`src/rtl/wavetable_voice_sequencer_pkg.sv`:
```
// Shared constants, FSM state type and sample conversion helper for the
// wavetable voice sequencer.
package wavetable_voice_sequencer_pkg;

    localparam int NV_DEFAULT      = 4;
    localparam int PHASE_W_DEFAULT = 24;
    localparam int ADDR_W          = 9;
    localparam int DATA_W          = 16;

    typedef enum logic [1:0] {
        ST_IDLE    = 2'd0,
        ST_ISSUE   = 2'd1,
        ST_CAPTURE = 2'd2,
        ST_OUT     = 2'd3
    } seq_state_e;

    // Table entries are offset-binary; flipping the MSB gives two's complement.
    function automatic logic signed [DATA_W-1:0] off2s(input logic [DATA_W-1:0] d);
        return {~d[DATA_W-1], d[DATA_W-2:0]};
    endfunction

endpackage

```
`src/rtl/wavetable_voice_sequencer_voice_phase_bank.sv`:
```
// Per-voice phase increment and phase accumulator registers.
// One write port for increments, one indexed read/advance port used by the sequencer.
module wavetable_voice_sequencer_voice_phase_bank
#(
    parameter int NV      = 4,
    parameter int PHASE_W = 24,
    localparam int VW     = $clog2(NV)
) (
    input  logic               clk,
    input  logic               rst,
    input  logic               inc_we,
    input  logic [VW-1:0]      inc_voice,
    input  logic [PHASE_W-1:0] inc_data,
    input  logic [VW-1:0]      rd_voice,
    input  logic               adv_en,
    input  logic               adv_gate,
    output logic [PHASE_W-1:0] rd_phase
);

    logic [PHASE_W-1:0] phase_vec [NV];

    for (genvar gi = 0; gi < NV; gi++) begin : g_voice
        logic [PHASE_W-1:0] inc_reg;
        logic [PHASE_W-1:0] phase_reg;

        // Increment write and phase advance; an ungated voice parks at phase 0
        // so its first read after gating on is table address 0.
        always_ff @(posedge clk) begin
            if (rst) begin
                inc_reg   <= '0;
                phase_reg <= '0;
            end else begin
                if (inc_we && (inc_voice == VW'(gi))) begin
                    inc_reg <= inc_data;
                end
                if (adv_en && (rd_voice == VW'(gi))) begin
                    phase_reg <= adv_gate ? (phase_reg + inc_reg) : '0;
                end
            end
        end

        assign phase_vec[gi] = phase_reg;
    end

    assign rd_phase = phase_vec[rd_voice];

endmodule

```
`src/rtl/wavetable_voice_sequencer.sv`:
```
// Time-multiplexes a single 512x16 wavetable RAM across NV voices: one read per
// voice per sample tick, offset-binary to signed conversion, mixing and scaling.
// Host table writes are only granted while the sequencer is idle.
module wavetable_voice_sequencer
    import wavetable_voice_sequencer_pkg::*;
#(
    parameter int NV      = NV_DEFAULT,
    parameter int PHASE_W = PHASE_W_DEFAULT,
    localparam int VW     = $clog2(NV),
    localparam int ACC_W  = DATA_W + VW
) (
    input  logic               clk,
    input  logic               rst,
    input  logic               sample_tick,
    input  logic [NV-1:0]      gate,
    input  logic               inc_we,
    input  logic [VW-1:0]      inc_voice,
    input  logic [PHASE_W-1:0] inc_data,
    input  logic               ld_valid,
    input  logic [ADDR_W-1:0]  ld_addr,
    input  logic [DATA_W-1:0]  ld_data,
    output logic               ld_ready,
    output logic [ADDR_W-1:0]  ram_addr,
    output logic [DATA_W-1:0]  ram_wdata,
    output logic               ram_ce,
    output logic               ram_we,
    output logic               ram_re,
    input  logic [DATA_W-1:0]  ram_rdata,
    output logic [DATA_W-1:0]  sample_out,
    output logic               sample_valid,
    output logic               busy,
    output logic               overrun
);

    seq_state_e                state_reg;
    logic [VW-1:0]             voice_reg;
    logic signed [ACC_W-1:0]   acc_reg;
    logic [DATA_W-1:0]         sample_out_reg;
    logic                      sample_valid_reg;
    logic                      overrun_reg;
    logic [ADDR_W-1:0]         addr_hold_reg;
    logic [DATA_W-1:0]         wdata_hold_reg;

    logic [PHASE_W-1:0]        cur_phase;
    logic                      issue;
    logic                      ld_fire;
    logic                      cur_gate;
    logic signed [DATA_W-1:0]  s_val;
    logic signed [ACC_W-1:0]   acc_sum;
    logic signed [ACC_W-1:0]   mix_shift;

    wavetable_voice_sequencer_voice_phase_bank #(
        .NV      (NV),
        .PHASE_W (PHASE_W)
    ) u_phase_bank (
        .clk       (clk),
        .rst       (rst),
        .inc_we    (inc_we),
        .inc_voice (inc_voice),
        .inc_data  (inc_data),
        .rd_voice  (voice_reg),
        .adv_en    (state_reg == ST_CAPTURE),
        .adv_gate  (cur_gate),
        .rd_phase  (cur_phase)
    );

    // RAM arbitration: sequencer reads in ISSUE, host writes only when idle with no tick.
    always_comb begin
        issue     = (state_reg == ST_ISSUE) && !rst;
        ld_ready  = (state_reg == ST_IDLE) && !sample_tick && !rst;
        ld_fire   = ld_valid && ld_ready;
        ram_ce    = issue || ld_fire;
        ram_re    = issue;
        ram_we    = ld_fire;
        ram_addr  = addr_hold_reg;
        ram_wdata = wdata_hold_reg;
        if (rst) begin
            ram_addr  = '0;
            ram_wdata = '0;
        end else if (issue) begin
            ram_addr = cur_phase[PHASE_W-1 -: ADDR_W];
        end else if (ld_fire) begin
            ram_addr  = ld_addr;
            ram_wdata = ld_data;
        end
    end

    // Mixer datapath for the voice being captured this cycle.
    always_comb begin
        cur_gate  = gate[voice_reg];
        s_val     = off2s(ram_rdata);
        acc_sum   = cur_gate ? (acc_reg + {{VW{s_val[DATA_W-1]}}, s_val}) : acc_reg;
        mix_shift = acc_sum >>> VW;
    end

    // Keep RAM address/data stable while the RAM is not being accessed.
    always_ff @(posedge clk) begin
        if (rst) begin
            addr_hold_reg  <= '0;
            wdata_hold_reg <= '0;
        end else begin
            addr_hold_reg  <= ram_addr;
            wdata_hold_reg <= ram_wdata;
        end
    end

    // Sequencer FSM: ISSUE/CAPTURE per voice, then one OUT cycle with the mixed sample.
    always_ff @(posedge clk) begin
        if (rst) begin
            state_reg        <= ST_IDLE;
            voice_reg        <= '0;
            acc_reg          <= '0;
            sample_out_reg   <= '0;
            sample_valid_reg <= 1'b0;
            overrun_reg      <= 1'b0;
        end else begin
            sample_valid_reg <= 1'b0;
            overrun_reg      <= sample_tick && (state_reg != ST_IDLE);
            case (state_reg)
                ST_IDLE: begin
                    if (sample_tick) begin
                        voice_reg <= '0;
                        acc_reg   <= '0;
                        state_reg <= ST_ISSUE;
                    end
                end
                ST_ISSUE: begin
                    state_reg <= ST_CAPTURE;
                end
                ST_CAPTURE: begin
                    acc_reg <= acc_sum;
                    if (voice_reg == VW'(NV - 1)) begin
                        sample_out_reg   <= mix_shift[DATA_W-1:0];
                        sample_valid_reg <= 1'b1;
                        state_reg        <= ST_OUT;
                    end else begin
                        voice_reg <= voice_reg + 1'b1;
                        state_reg <= ST_ISSUE;
                    end
                end
                default: begin
                    state_reg <= ST_IDLE;
                end
            endcase
        end
    end

    assign sample_out   = sample_out_reg;
    assign sample_valid = sample_valid_reg;
    assign overrun      = overrun_reg;
    assign busy         = (state_reg != ST_IDLE);

endmodule

```
`config.mk`:
```
export PLATFORM = sky130hd
export DESIGN_NAME = wavetable_voice_sequencer
export DESIGN_NICKNAME = d
export VERILOG_FILES = /design/src/rtl/wavetable_voice_sequencer_pkg.sv /design/src/rtl/wavetable_voice_sequencer_voice_phase_bank.sv /design/src/rtl/wavetable_voice_sequencer.sv
export SDC_FILE = /design/constraint.sdc
export NUM_CORES = 1
export LEC_CHECK = 0
export ABC_CLOCK_PERIOD_IN_PS = 2500
export BUFFER_PORTS_ARGS = -buffer_cell sky130_fd_sc_hd__buf_2
export CAP_MARGIN = 20
export CORE_ASPECT_RATIO = 0.75
export CORE_MARGIN = 1.5
export CORE_UTILIZATION = 35
export DETAILED_ROUTE_END_ITERATION = 10
export GPL_TIMING_DRIVEN = 0
export PLACE_DENSITY = 0.55
export SKIP_LAST_GASP = 1
export SYNTH_ARGS = -nofsm -noshare
export SYNTH_HDL_FRONTEND = slang
export SYNTH_SLANG_ARGS = --single-unit
```
`constraint.sdc`:
```
create_clock -name clk -period 2.5 [get_ports clk]
set_input_delay 0.125 -clock clk [delete_from_list [all_inputs] [get_ports clk]]
set_output_delay 0.125 -clock clk [all_outputs]
set_load 0.02 [all_outputs]
```
==> Word level (Yosys, flattened, before mapping) <==
Cells that the tools add are included.
{ "totals": {"regBits": 257, "out_inout_bits": 48, "word_cells": 90, "in_bits": 76} }
{ "classes": {"n_bitwise": 3, "n_eq_ne": 11, "n_mux": 25, "add_sub_neg": 6, "reduce_logical": 26, "n_lt_le_gt_ge": 2} }
{ "op_table": {"columns": ["cell", "n"], "rows": [
  ["two-way mux 24 bit", 6],
  ["adder 24 bit", 4],
  ["binary-select mux 24 bit (select 2 bit)", 1],
  ["two-way mux 16 bit", 3],
  ["two-way mux 18 bit", 2],
  ["one-hot mux 18 bit (2 select lines)", 1],
  ["two-way mux 9 bit", 3],
  ["adder 18 bit", 1],
  ["logical AND 1 bit", 13],
  ["equality test 2 bit (second input constant)", 5],
  ["two-way mux 2 bit", 4],
  ["equality test 2 x 1 -> 1 bit (second input constant)", 3],
  ["zero test 2 bit", 3],
  ["!= test 2 bit (second input constant)", 3],
  ["one-hot mux 2 bit (3 select lines)", 1],
  ["AND reduction 3 bit", 2],
  ["one-hot mux 2 bit (2 select lines)", 1],
  ["AND reduction 2 bit", 2],
  ["nonzero test 2 bit", 2],
  [">= comparator 3 bit (second input constant)", 1],
  ["less-than comparator 2 x 3 -> 1 bit (second input constant)", 1],
  ["NOT 2 -> 3 bit", 1],
  ["adder 2 x 1 -> 2 bit (second input constant)", 1],
  ["binary-select mux 1 bit (select 2 bit)", 1],
  ["other kinds (5)", 8]
]} }

==> Depth between registers and ports, before layout <==
Gate-level depths: netlist of the first run.
{ "logic_depth": {"depth_word": 7, "depth_mapped": 12, "ltp_nobuf": 11} }

==> Cells and area by module <==
From an unflattened synthesis of the first run, not the netlist that was laid out.
{ "unflattened": {"hier_cells": 1762, "hier_area_um2": 14813.0} }
{ "modules_own_cells": {"columns": ["mod", "n_inst", "area_each_um2", "cells_per_inst", "seq_area_each_um2"], "rows": [
  ["wavetable_voice_sequencer_voice_phase_bank", 1, 11347.1, 1340, 3843.7],
  ["wavetable_voice_sequencer", 1, 3465.8, 422, 1301.2]
]} }

==> Worst setup path after synthesis of the first run <==
Ideal clock, no wire load.
{ "synth_path": {"path_type": "register to output", "start": "register state_reg[1]", "end": "output port ram_wdata[10]", "t_required_ns": 2.375, "t_arrival_ns": 2.731, "path_buffers": 2, "stages_incl_launch_ff": 9, "setup_slack_ns": -0.356, "cell_sequence": "dfxtp_1 > clkbuf_1 > or2_2 > nor3_1 > nand2_1 > clkinv_1 > buf_1 > nand2_1 > a21oi_1"} }
{ "synth_via": {"elab_chain_len": 7} }
{ "synth_rtl": {"columns": ["item", "line", "text"], "rows": [
  ["start, declared", "wavetable_voice_sequencer.sv:35", "seq_state_e state_reg;"],
  ["start signal, assigned", "wavetable_voice_sequencer.sv:110", "state_reg <= ST_IDLE;"],
  ["start signal, assigned", "wavetable_voice_sequencer.sv:124", "state_reg <= ST_ISSUE;"],
  ["start signal, assigned", "wavetable_voice_sequencer.sv:128", "state_reg <= ST_CAPTURE;"],
  ["zero test 2 bit", "wavetable_voice_sequencer.sv:70", "ld_ready = (state_reg == ST_IDLE) && !sample_tick && !rst;"],
  ["logical AND 1 bit (2 in series)", "wavetable_voice_sequencer.sv:70", null],
  ["via ld_ready", "wavetable_voice_sequencer.sv:22", "output logic ld_ready,"],
  ["logical AND 1 bit", "wavetable_voice_sequencer.sv:71", "ld_fire = ld_valid && ld_ready;"],
  ["via ram_we", "wavetable_voice_sequencer.sv:26", "output logic ram_we,"],
  ["two-way mux 16 bit", "wavetable_voice_sequencer.sv:82", "end else if (ld_fire) begin"],
  ["two-way mux 16 bit", "wavetable_voice_sequencer.sv:80", "end else if (issue) begin"],
  ["two-way mux 16 bit", "wavetable_voice_sequencer.sv:77", "if (rst) begin"],
  ["end, declared", "wavetable_voice_sequencer.sv:24", "output logic [DATA_W-1:0] ram_wdata,"]
]} }
The timed path passes the listed nets, and every way through them passes these cells.

==> Final worst setup path of the first run <==
{ "layout_path": {"start": "register u_phase_bank.g_voice[0].phase_reg[0]", "end": "register u_phase_bank.g_voice[0].phase_reg[20]"} }
{ "layout_via": {"elab_chain_len": 2} }
{ "layout_rtl": {"columns": ["item", "line", "text"], "rows": [
  ["start, declared", "wavetable_voice_sequencer_voice_phase_bank.sv:24", "logic [PHASE_W-1:0] phase_reg;"],
  ["start signal, assigned", "wavetable_voice_sequencer_voice_phase_bank.sv:37", "phase_reg <= adv_gate ? (phase_reg + inc_reg) : '0;"],
  ["adder 24 bit", "wavetable_voice_sequencer_voice_phase_bank.sv:37", null],
  ["two-way mux 24 bit", "wavetable_voice_sequencer_voice_phase_bank.sv:37", null]
]} }
No other way between the ends.
A chain may end at the register's enable or synchronous reset.

==> results of run 1 <==
[final timing paths]
check | startpoint | to | slack (ns) | depth (start not counted)
worst max-delay path | u_phase_bank.g_voice[0].phase_reg[0] | u_phase_bank.g_voice[0].phase_reg[20] | -0.23 | 12
worst min-delay path | inc_voice[1] | u_phase_bank.g_voice[1].inc_reg[1] | 0.03 | 4
worst max register to register | u_phase_bank.g_voice[0].phase_reg[0] | u_phase_bank.g_voice[0].phase_reg[20] | -0.23 | 12
worst min register to register | u_phase_bank.g_voice[3].phase_reg[10] | u_phase_bank.g_voice[3].phase_reg[10] | 0.45 | 2
[final cells by class]
cell class	count	area (um^2)	area share
clock buffer	39	833	0.0445
inverter	31	118	0.00629
clock inverter	8	42.5	0.00227
buffer	80	372	0.0199
tap	528	661	0.0353
timing repair buffer	233	1600	0.0853
multi-input combinational	1418	9890	0.529
sequential	257	5200	0.278
[metrics by stage]
stage               power (mW)  area [um^2]  utilization  std cells  hold slack (ns)
global placement          5.18        15800        0.388       2440            0.398
detailed placement        5.20        15800        0.388       2440            0.407
floorplan                 4.82        14500            -       1789            0.261
CTS                       9.37        18200        0.446       2574          0.00115
global route              9.66        18700        0.459       2594           0.0561
finish                    9.32        18700        0.459       2594           0.0334
[synth_stat cells, drive strengths merged (4+ instances only)]
cell type	number
a211oi	14
a21o	53
a21oi	240
a22o	28
a22oi	41
a311oi	6
a31oi	16
and2	6
and3	11
buf	7
clkbuf	77
dfxtp	257
fa	5
ha	113
inv	30
mux2	4
mux2i	9
mux4	9
nand2	354
nand2b	12
nand3	29
nand3b	7
nand4	8
nor2	125
nor2b	9
nor3	40
nor3b	4
nor4	4
o211ai	7
o21a	11
o21ai	76
o21bai	14
o22ai	9
o311ai	4
o31ai	10
or2	8
or3	5
xnor2	50
xor2	39
[where the power goes]
part / internal, mW / total [mW] / switching (mW) / leakage (nW)
registers: 4.18 / 4.23 / 0.0589 / 2.10
clock network: 2.30 / 4.05 / 1.76 / 0.439
logic: 0.366 / 1.03 / 0.666 / 5.33
total: 6.84 / 9.32 / 2.48 / 7.86
[cells by family (layout without fill, tap and decap cells)]
logic type / count (synthesis) / after routing / synth area share
buffers and inverters: 115 / 391 / 0.0301
xor gates and xnor gates: 89 / 89 / 0.0539
adders and majority gates: 118 / 118 / 0.105
and+or+nand+nor: 628 / 629 / 0.185
muxes: 22 / 22 / 0.0233
DFF: 257 / 257 / 0.356
AOI/OAI and AO/OA: 560 / 560 / 0.248
[layer usage]
metal,global-route usage,vias up
met4,0.0608,0
met1,0.338,6615
met2,0.347,447
met3,0.0394,75
li1,-,6910
met5,0,-
[repair_timing]
item | in CTS | in global routing
hold buffers | 51 | 0
gates cloned | 1 | 0
buffers inserted | 39 | 24
pin swaps | 84 | 76
hold endpoints to repair | 123 | 0
setup endpoints to repair | 158 | 95
resized for setup | 144 | 107
[tightest hold or removal path, cell delays in order]
cell and delay [ns]:
buf_2 0.16, nor2_1 0.14, nand2_1 0.09, a21oi_1 0.05
==> flow_summary.yaml, run 1 <==
drt:
  vias: 14047
  routed_wl_um: 50300
  ant_nets: 0
  dr_wl_met2_um: 20700
  wl_met1_um: 24900
  highest_layer: "met4"
  drt-initial-drc-count: 965
  vias_per_cell: 5.42
  wl_per_cell_um: 19.4
  dr.pass1.iters: 7
  wl_met3_um: 3530
  drc: 0
logic_synthesis:
  ys_ff_latch: 257
  ys_async_sr_fraction: 0
  netlist_area_mm2: 0.0145
  syn_avg_cell_area_um2: 8.09
  syn_nets: 1983
  synth_cell_type_count: 79
  synth-edff-count: 0
  synthFlopType: "dfxtp_1"
  synth_top_area_cell: "dfxtp_1"
  ys_seq_area_frac: 0.356
  yosysWarnings: 0
  syn_inst: 1789
  synthTopCellsByArea: "dfxtp_1, ha_1, nand2_1"
  synth_top_area_frac: 0.356
timing:
  finalSetupViolCount: 21
  finalCritPeriodShare: 1.09
  worst_slack_ns: -0.227
  slew_violations: 0
  fmax_mhz: 367
  finalSetupTns_ns: -1.80
  period_needed_ns: 2.73
  rsz0062_at_grt: "true"
  hold_viol_final: 0
  worst_pin_slew_ns: 0.926
  finClkSkew_ns: 0.0242
  relSlewSlack: 0.382
flow_run:
  drv_cap: 0
worst_setup_path:
  crit_path_max_incr_delay_ns: 0.34
  cp_num_buf_inv: 1
  crit_top_cell: "a21o_1"
  path_cells: "ha_4, fa_2, a21o_1, a21o_1, a21oi_4, o31ai_4, a31oi_4, buf_4, o21ai_2, a311oi_2, xnor2_1, a22o_1"
  critPathSlowestCell: "fa_2"
  startpoint_type: "flop"
  critPathKind: "reg -> reg"
  worstPathMaxFanout: 3
  cp.arrival_ns: 3.17
  endpoint_kind: "flop"
  critical-path-top-delay-family: "compound AO/OA/AOI/OAI gates"
  worstPathRequired_ns: 2.95
floorplanning:
  die_y_um: 179
  fp-row-count: 64
  core_mm2: 0.0408
  die_x_um: 238
  start_util: 0.355
  dieArea_mm2: 0.0426
  ios: 124
global_routing:
  grt_max_degree: 14
  antenna_found_initial: 0
  grt_pass1_wl_um: 75800
  grt_pass1_vias: 13161
  overflow: 0
  grt_usage: 0.231
placed_design:
  place_hpwl_um: 36700
  port_buffers: 123
  dp_slack_ns: -1.18
  gp_congestion: 0.896
layout:
  area_delta_synth_final_pct: 29.3
  nFillCells: 3975
  layout.cells.most_common_list: "nand2_1, dfxtp_1, a21oi_1, buf_2, nor2_1"
  layout.nets: 2243
  drive_above_1_share: 0.217
  antenna_cells: 0
  final_common_cell: "nand2_1"
pwr:
  power.density_mw_per_mm2: 498
  peakVddDrop_v: 0.000468
  leakage_nw: 7.86
clocking:
  clock_path_buffers: 3
  worst_setup_hold_path_clk_slew_ns: 0.06
  insertion_delay_ns: 0.58
  htree_levels: 1
  cts_tree: "done"
  root_buffer: "clkbuf_16"
  cts.sinks: 257
  numCtsBuffers: 28
hold_path:
  hp-class: "in -> reg"
status:
  failed_checks: "negative setup slack"
  status: "complete, but fails checks"
(Power assumes the default switching activity.)
==> inputs of run 2 (changes only) <==
Settings changed: BUFFER_PORTS_ARGS -buffer_cell sky130_fd_sc_hd__buf_2 to -buffer_cell sky130_fd_sc_hd__clkbuf_2.
==> flow_summary.yaml, run 2 (same netlist as run 1, synthesis figures left out) <==
status:
  status: "complete, but fails checks"
  failed_checks: "negative setup slack"
layout:
  area_delta_synth_final_pct: 30.4
  final_area_mm2: 0.0189
  drive_above_1_share: 0.215
  layout.nets: 2245
  final_cells: 2602
  layout.cells.most_common_list: "nand2_1, dfxtp_1, a21oi_1, clkbuf_2, nor2_1"
  final_common_cell: "nand2_1"
worst_setup_path:
  worst-r2r-cell-count: 11
  cp.arrival_ns: 3.22
  startpoint_type: "flop"
  critPathKind: "reg -> reg"
  regToRegSetupSlack_ns: -0.21
  worstPathRequired_ns: 3.01
  endpoint_kind: "flop"
  worstPathMaxFanout: 3
timing:
  slew_violations: 0
  worst_pin_slew_ns: 0.910
  finalCritPeriodShare: 1.08
  hold_viol_final: 0
  fmax_mhz: 369
  period_needed_ns: 2.71
  worst_slack_ns: -0.209
  relSlewSlack: 0.394
  finalSetupViolCount: 18
  finClkSkew_ns: 0.0138
  rsz0062_at_grt: "true"
pwr:
  power.density_mw_per_mm2: 525
  leakage_nw: 7.94
  peakVddDrop_v: 0.000482
  finalPower_mw: 9.91
floorplanning:
  die_y_um: 179
  start_util: 0.355
  core_mm2: 0.0408
  dieArea_mm2: 0.0426
  fp-row-count: 64
  ios: 124
  die_x_um: 238
drt:
  vias: 14085
  dr.pass1.iters: 5
  wl_per_cell_um: 19.3
  routed_wl_um: 50100
  vias_per_cell: 5.41
  drt-initial-drc-count: 1059
  ant_nets: 0
  drc: 0
placed_design:
  dp_slack_ns: -1.16
  port_buffers: 123
  placed_area_mm2: 0.0158
  gp_congestion: 0.901
  place_inst: 2440
  place_hpwl_um: 36700
flow_run:
  drv_cap: 0
clocking:
  clock_path_buffers: 3
  insertion_delay_ns: 0.57
  cts_tree: "done"
  root_buffer: "clkbuf_16"
  htree_levels: 1
  cts.sinks: 257
  worst_setup_hold_path_clk_slew_ns: 0.07
  numCtsBuffers: 28
global_routing:
  grt_max_degree: 15
  grt_pass1_vias: 13212
  antenna_found_initial: 0
  top_usage_layer: "met2"
  grt_usage: 0.230
  grt_pass1_wl_um: 76100
  overflow: 0
  grt_util_met3: 0.0353
  grtUsageMet2: 0.351
  met1_usage: 0.342
hold_path:
  hp-class: "in -> reg"
  whs_path_depth: 4
## run 2: changes by cell type in the layout (fill, tap and decap cells not counted), moves of 3 or more
| cell | before | now |
|---|---|---|
| clkinvlp_4 | 1 | 4 |
| clkbuf_8 | 9 | 6 |
| o21ai_2 | 11 | 7 |
| nor2_2 | 4 | 1 |
| buf_2 | 123 | 6 |
| clkinv_2 | 8 | 3 |
| clkbuf_2 | 17 | 133 |
| bufinv_16 | 0 | 5 |
## run 2: critical path, stage by stage, from the launching register on
cell and delay, ns:
dfxtp_2 0.34, ha_4 0.17, fa_2 0.34, a21o_1 0.18, a21o_1 0.20, a21oi_4 0.16, o31ai_4 0.12, a31oi_4 0.29
o311ai_4 0.12, a221oi_2 0.30, mux2_1 0.35, nand3_1 0.08
## run 2: through the flow
step	hold WS, ns	TNS, ns	utilization
after global routing	0.0786	-4.52	0.463
after floorplan	0.261	-0.0210	-
final	0.0552	-1.73	0.463
after CTS	0.0290	-1.91	0.449
after global placement	0.382	-86.85	0.388
after detailed placement	0.386	-88.57	0.388
## run 2: layout make-up
class                           count  area [um^2]
Antenna cell                        1         2.50
Buffer                             80          373
Clock buffer                       37          796
Clock inverter                     15          221
Fill cell                        3978        21900
Inverter                           31          121
Multi-Input combinational cell   1417         9880
Sequential cell                   257         5190
Tap cell                          528          661
Timing Repair Buffer              236         1630
## run 2: final timing paths
check / start / end
max reg2reg: u_phase_bank.g_voice[0].phase_reg[0] / u_phase_bank.g_voice[0].phase_reg[22]
max: u_phase_bank.g_voice[0].phase_reg[0] / u_phase_bank.g_voice[0].phase_reg[22]
min reg2reg: u_phase_bank.g_voice[3].phase_reg[10] / u_phase_bank.g_voice[3].phase_reg[10]
min: inc_voice[1] / u_phase_bank.g_voice[1].inc_reg[1]
## run 2: report_power, final
group / switching, mW / total (mW) / internal (mW)
clock network: 1.88 / 4.64 / 2.76
logic: 0.668 / 1.04 / 0.368
registers: 0.0586 / 4.23 / 4.17
total: 2.61 / 9.91 / 7.31
## run 2: timing repair
item	CTS	global route
hold endpoints to repair	123	0
pin swaps	83	80
buffers inserted	40	24
endpoints found under the setup margin	158	85
hold buffers	51	0
resized for setup	144	105
## run 2: per-layer routing
metal,share of wire,wire [um]
met3,0.064,3220
met4,0.018,901
met5,0,0
met2,0.42,20900
met1,0.50,25100
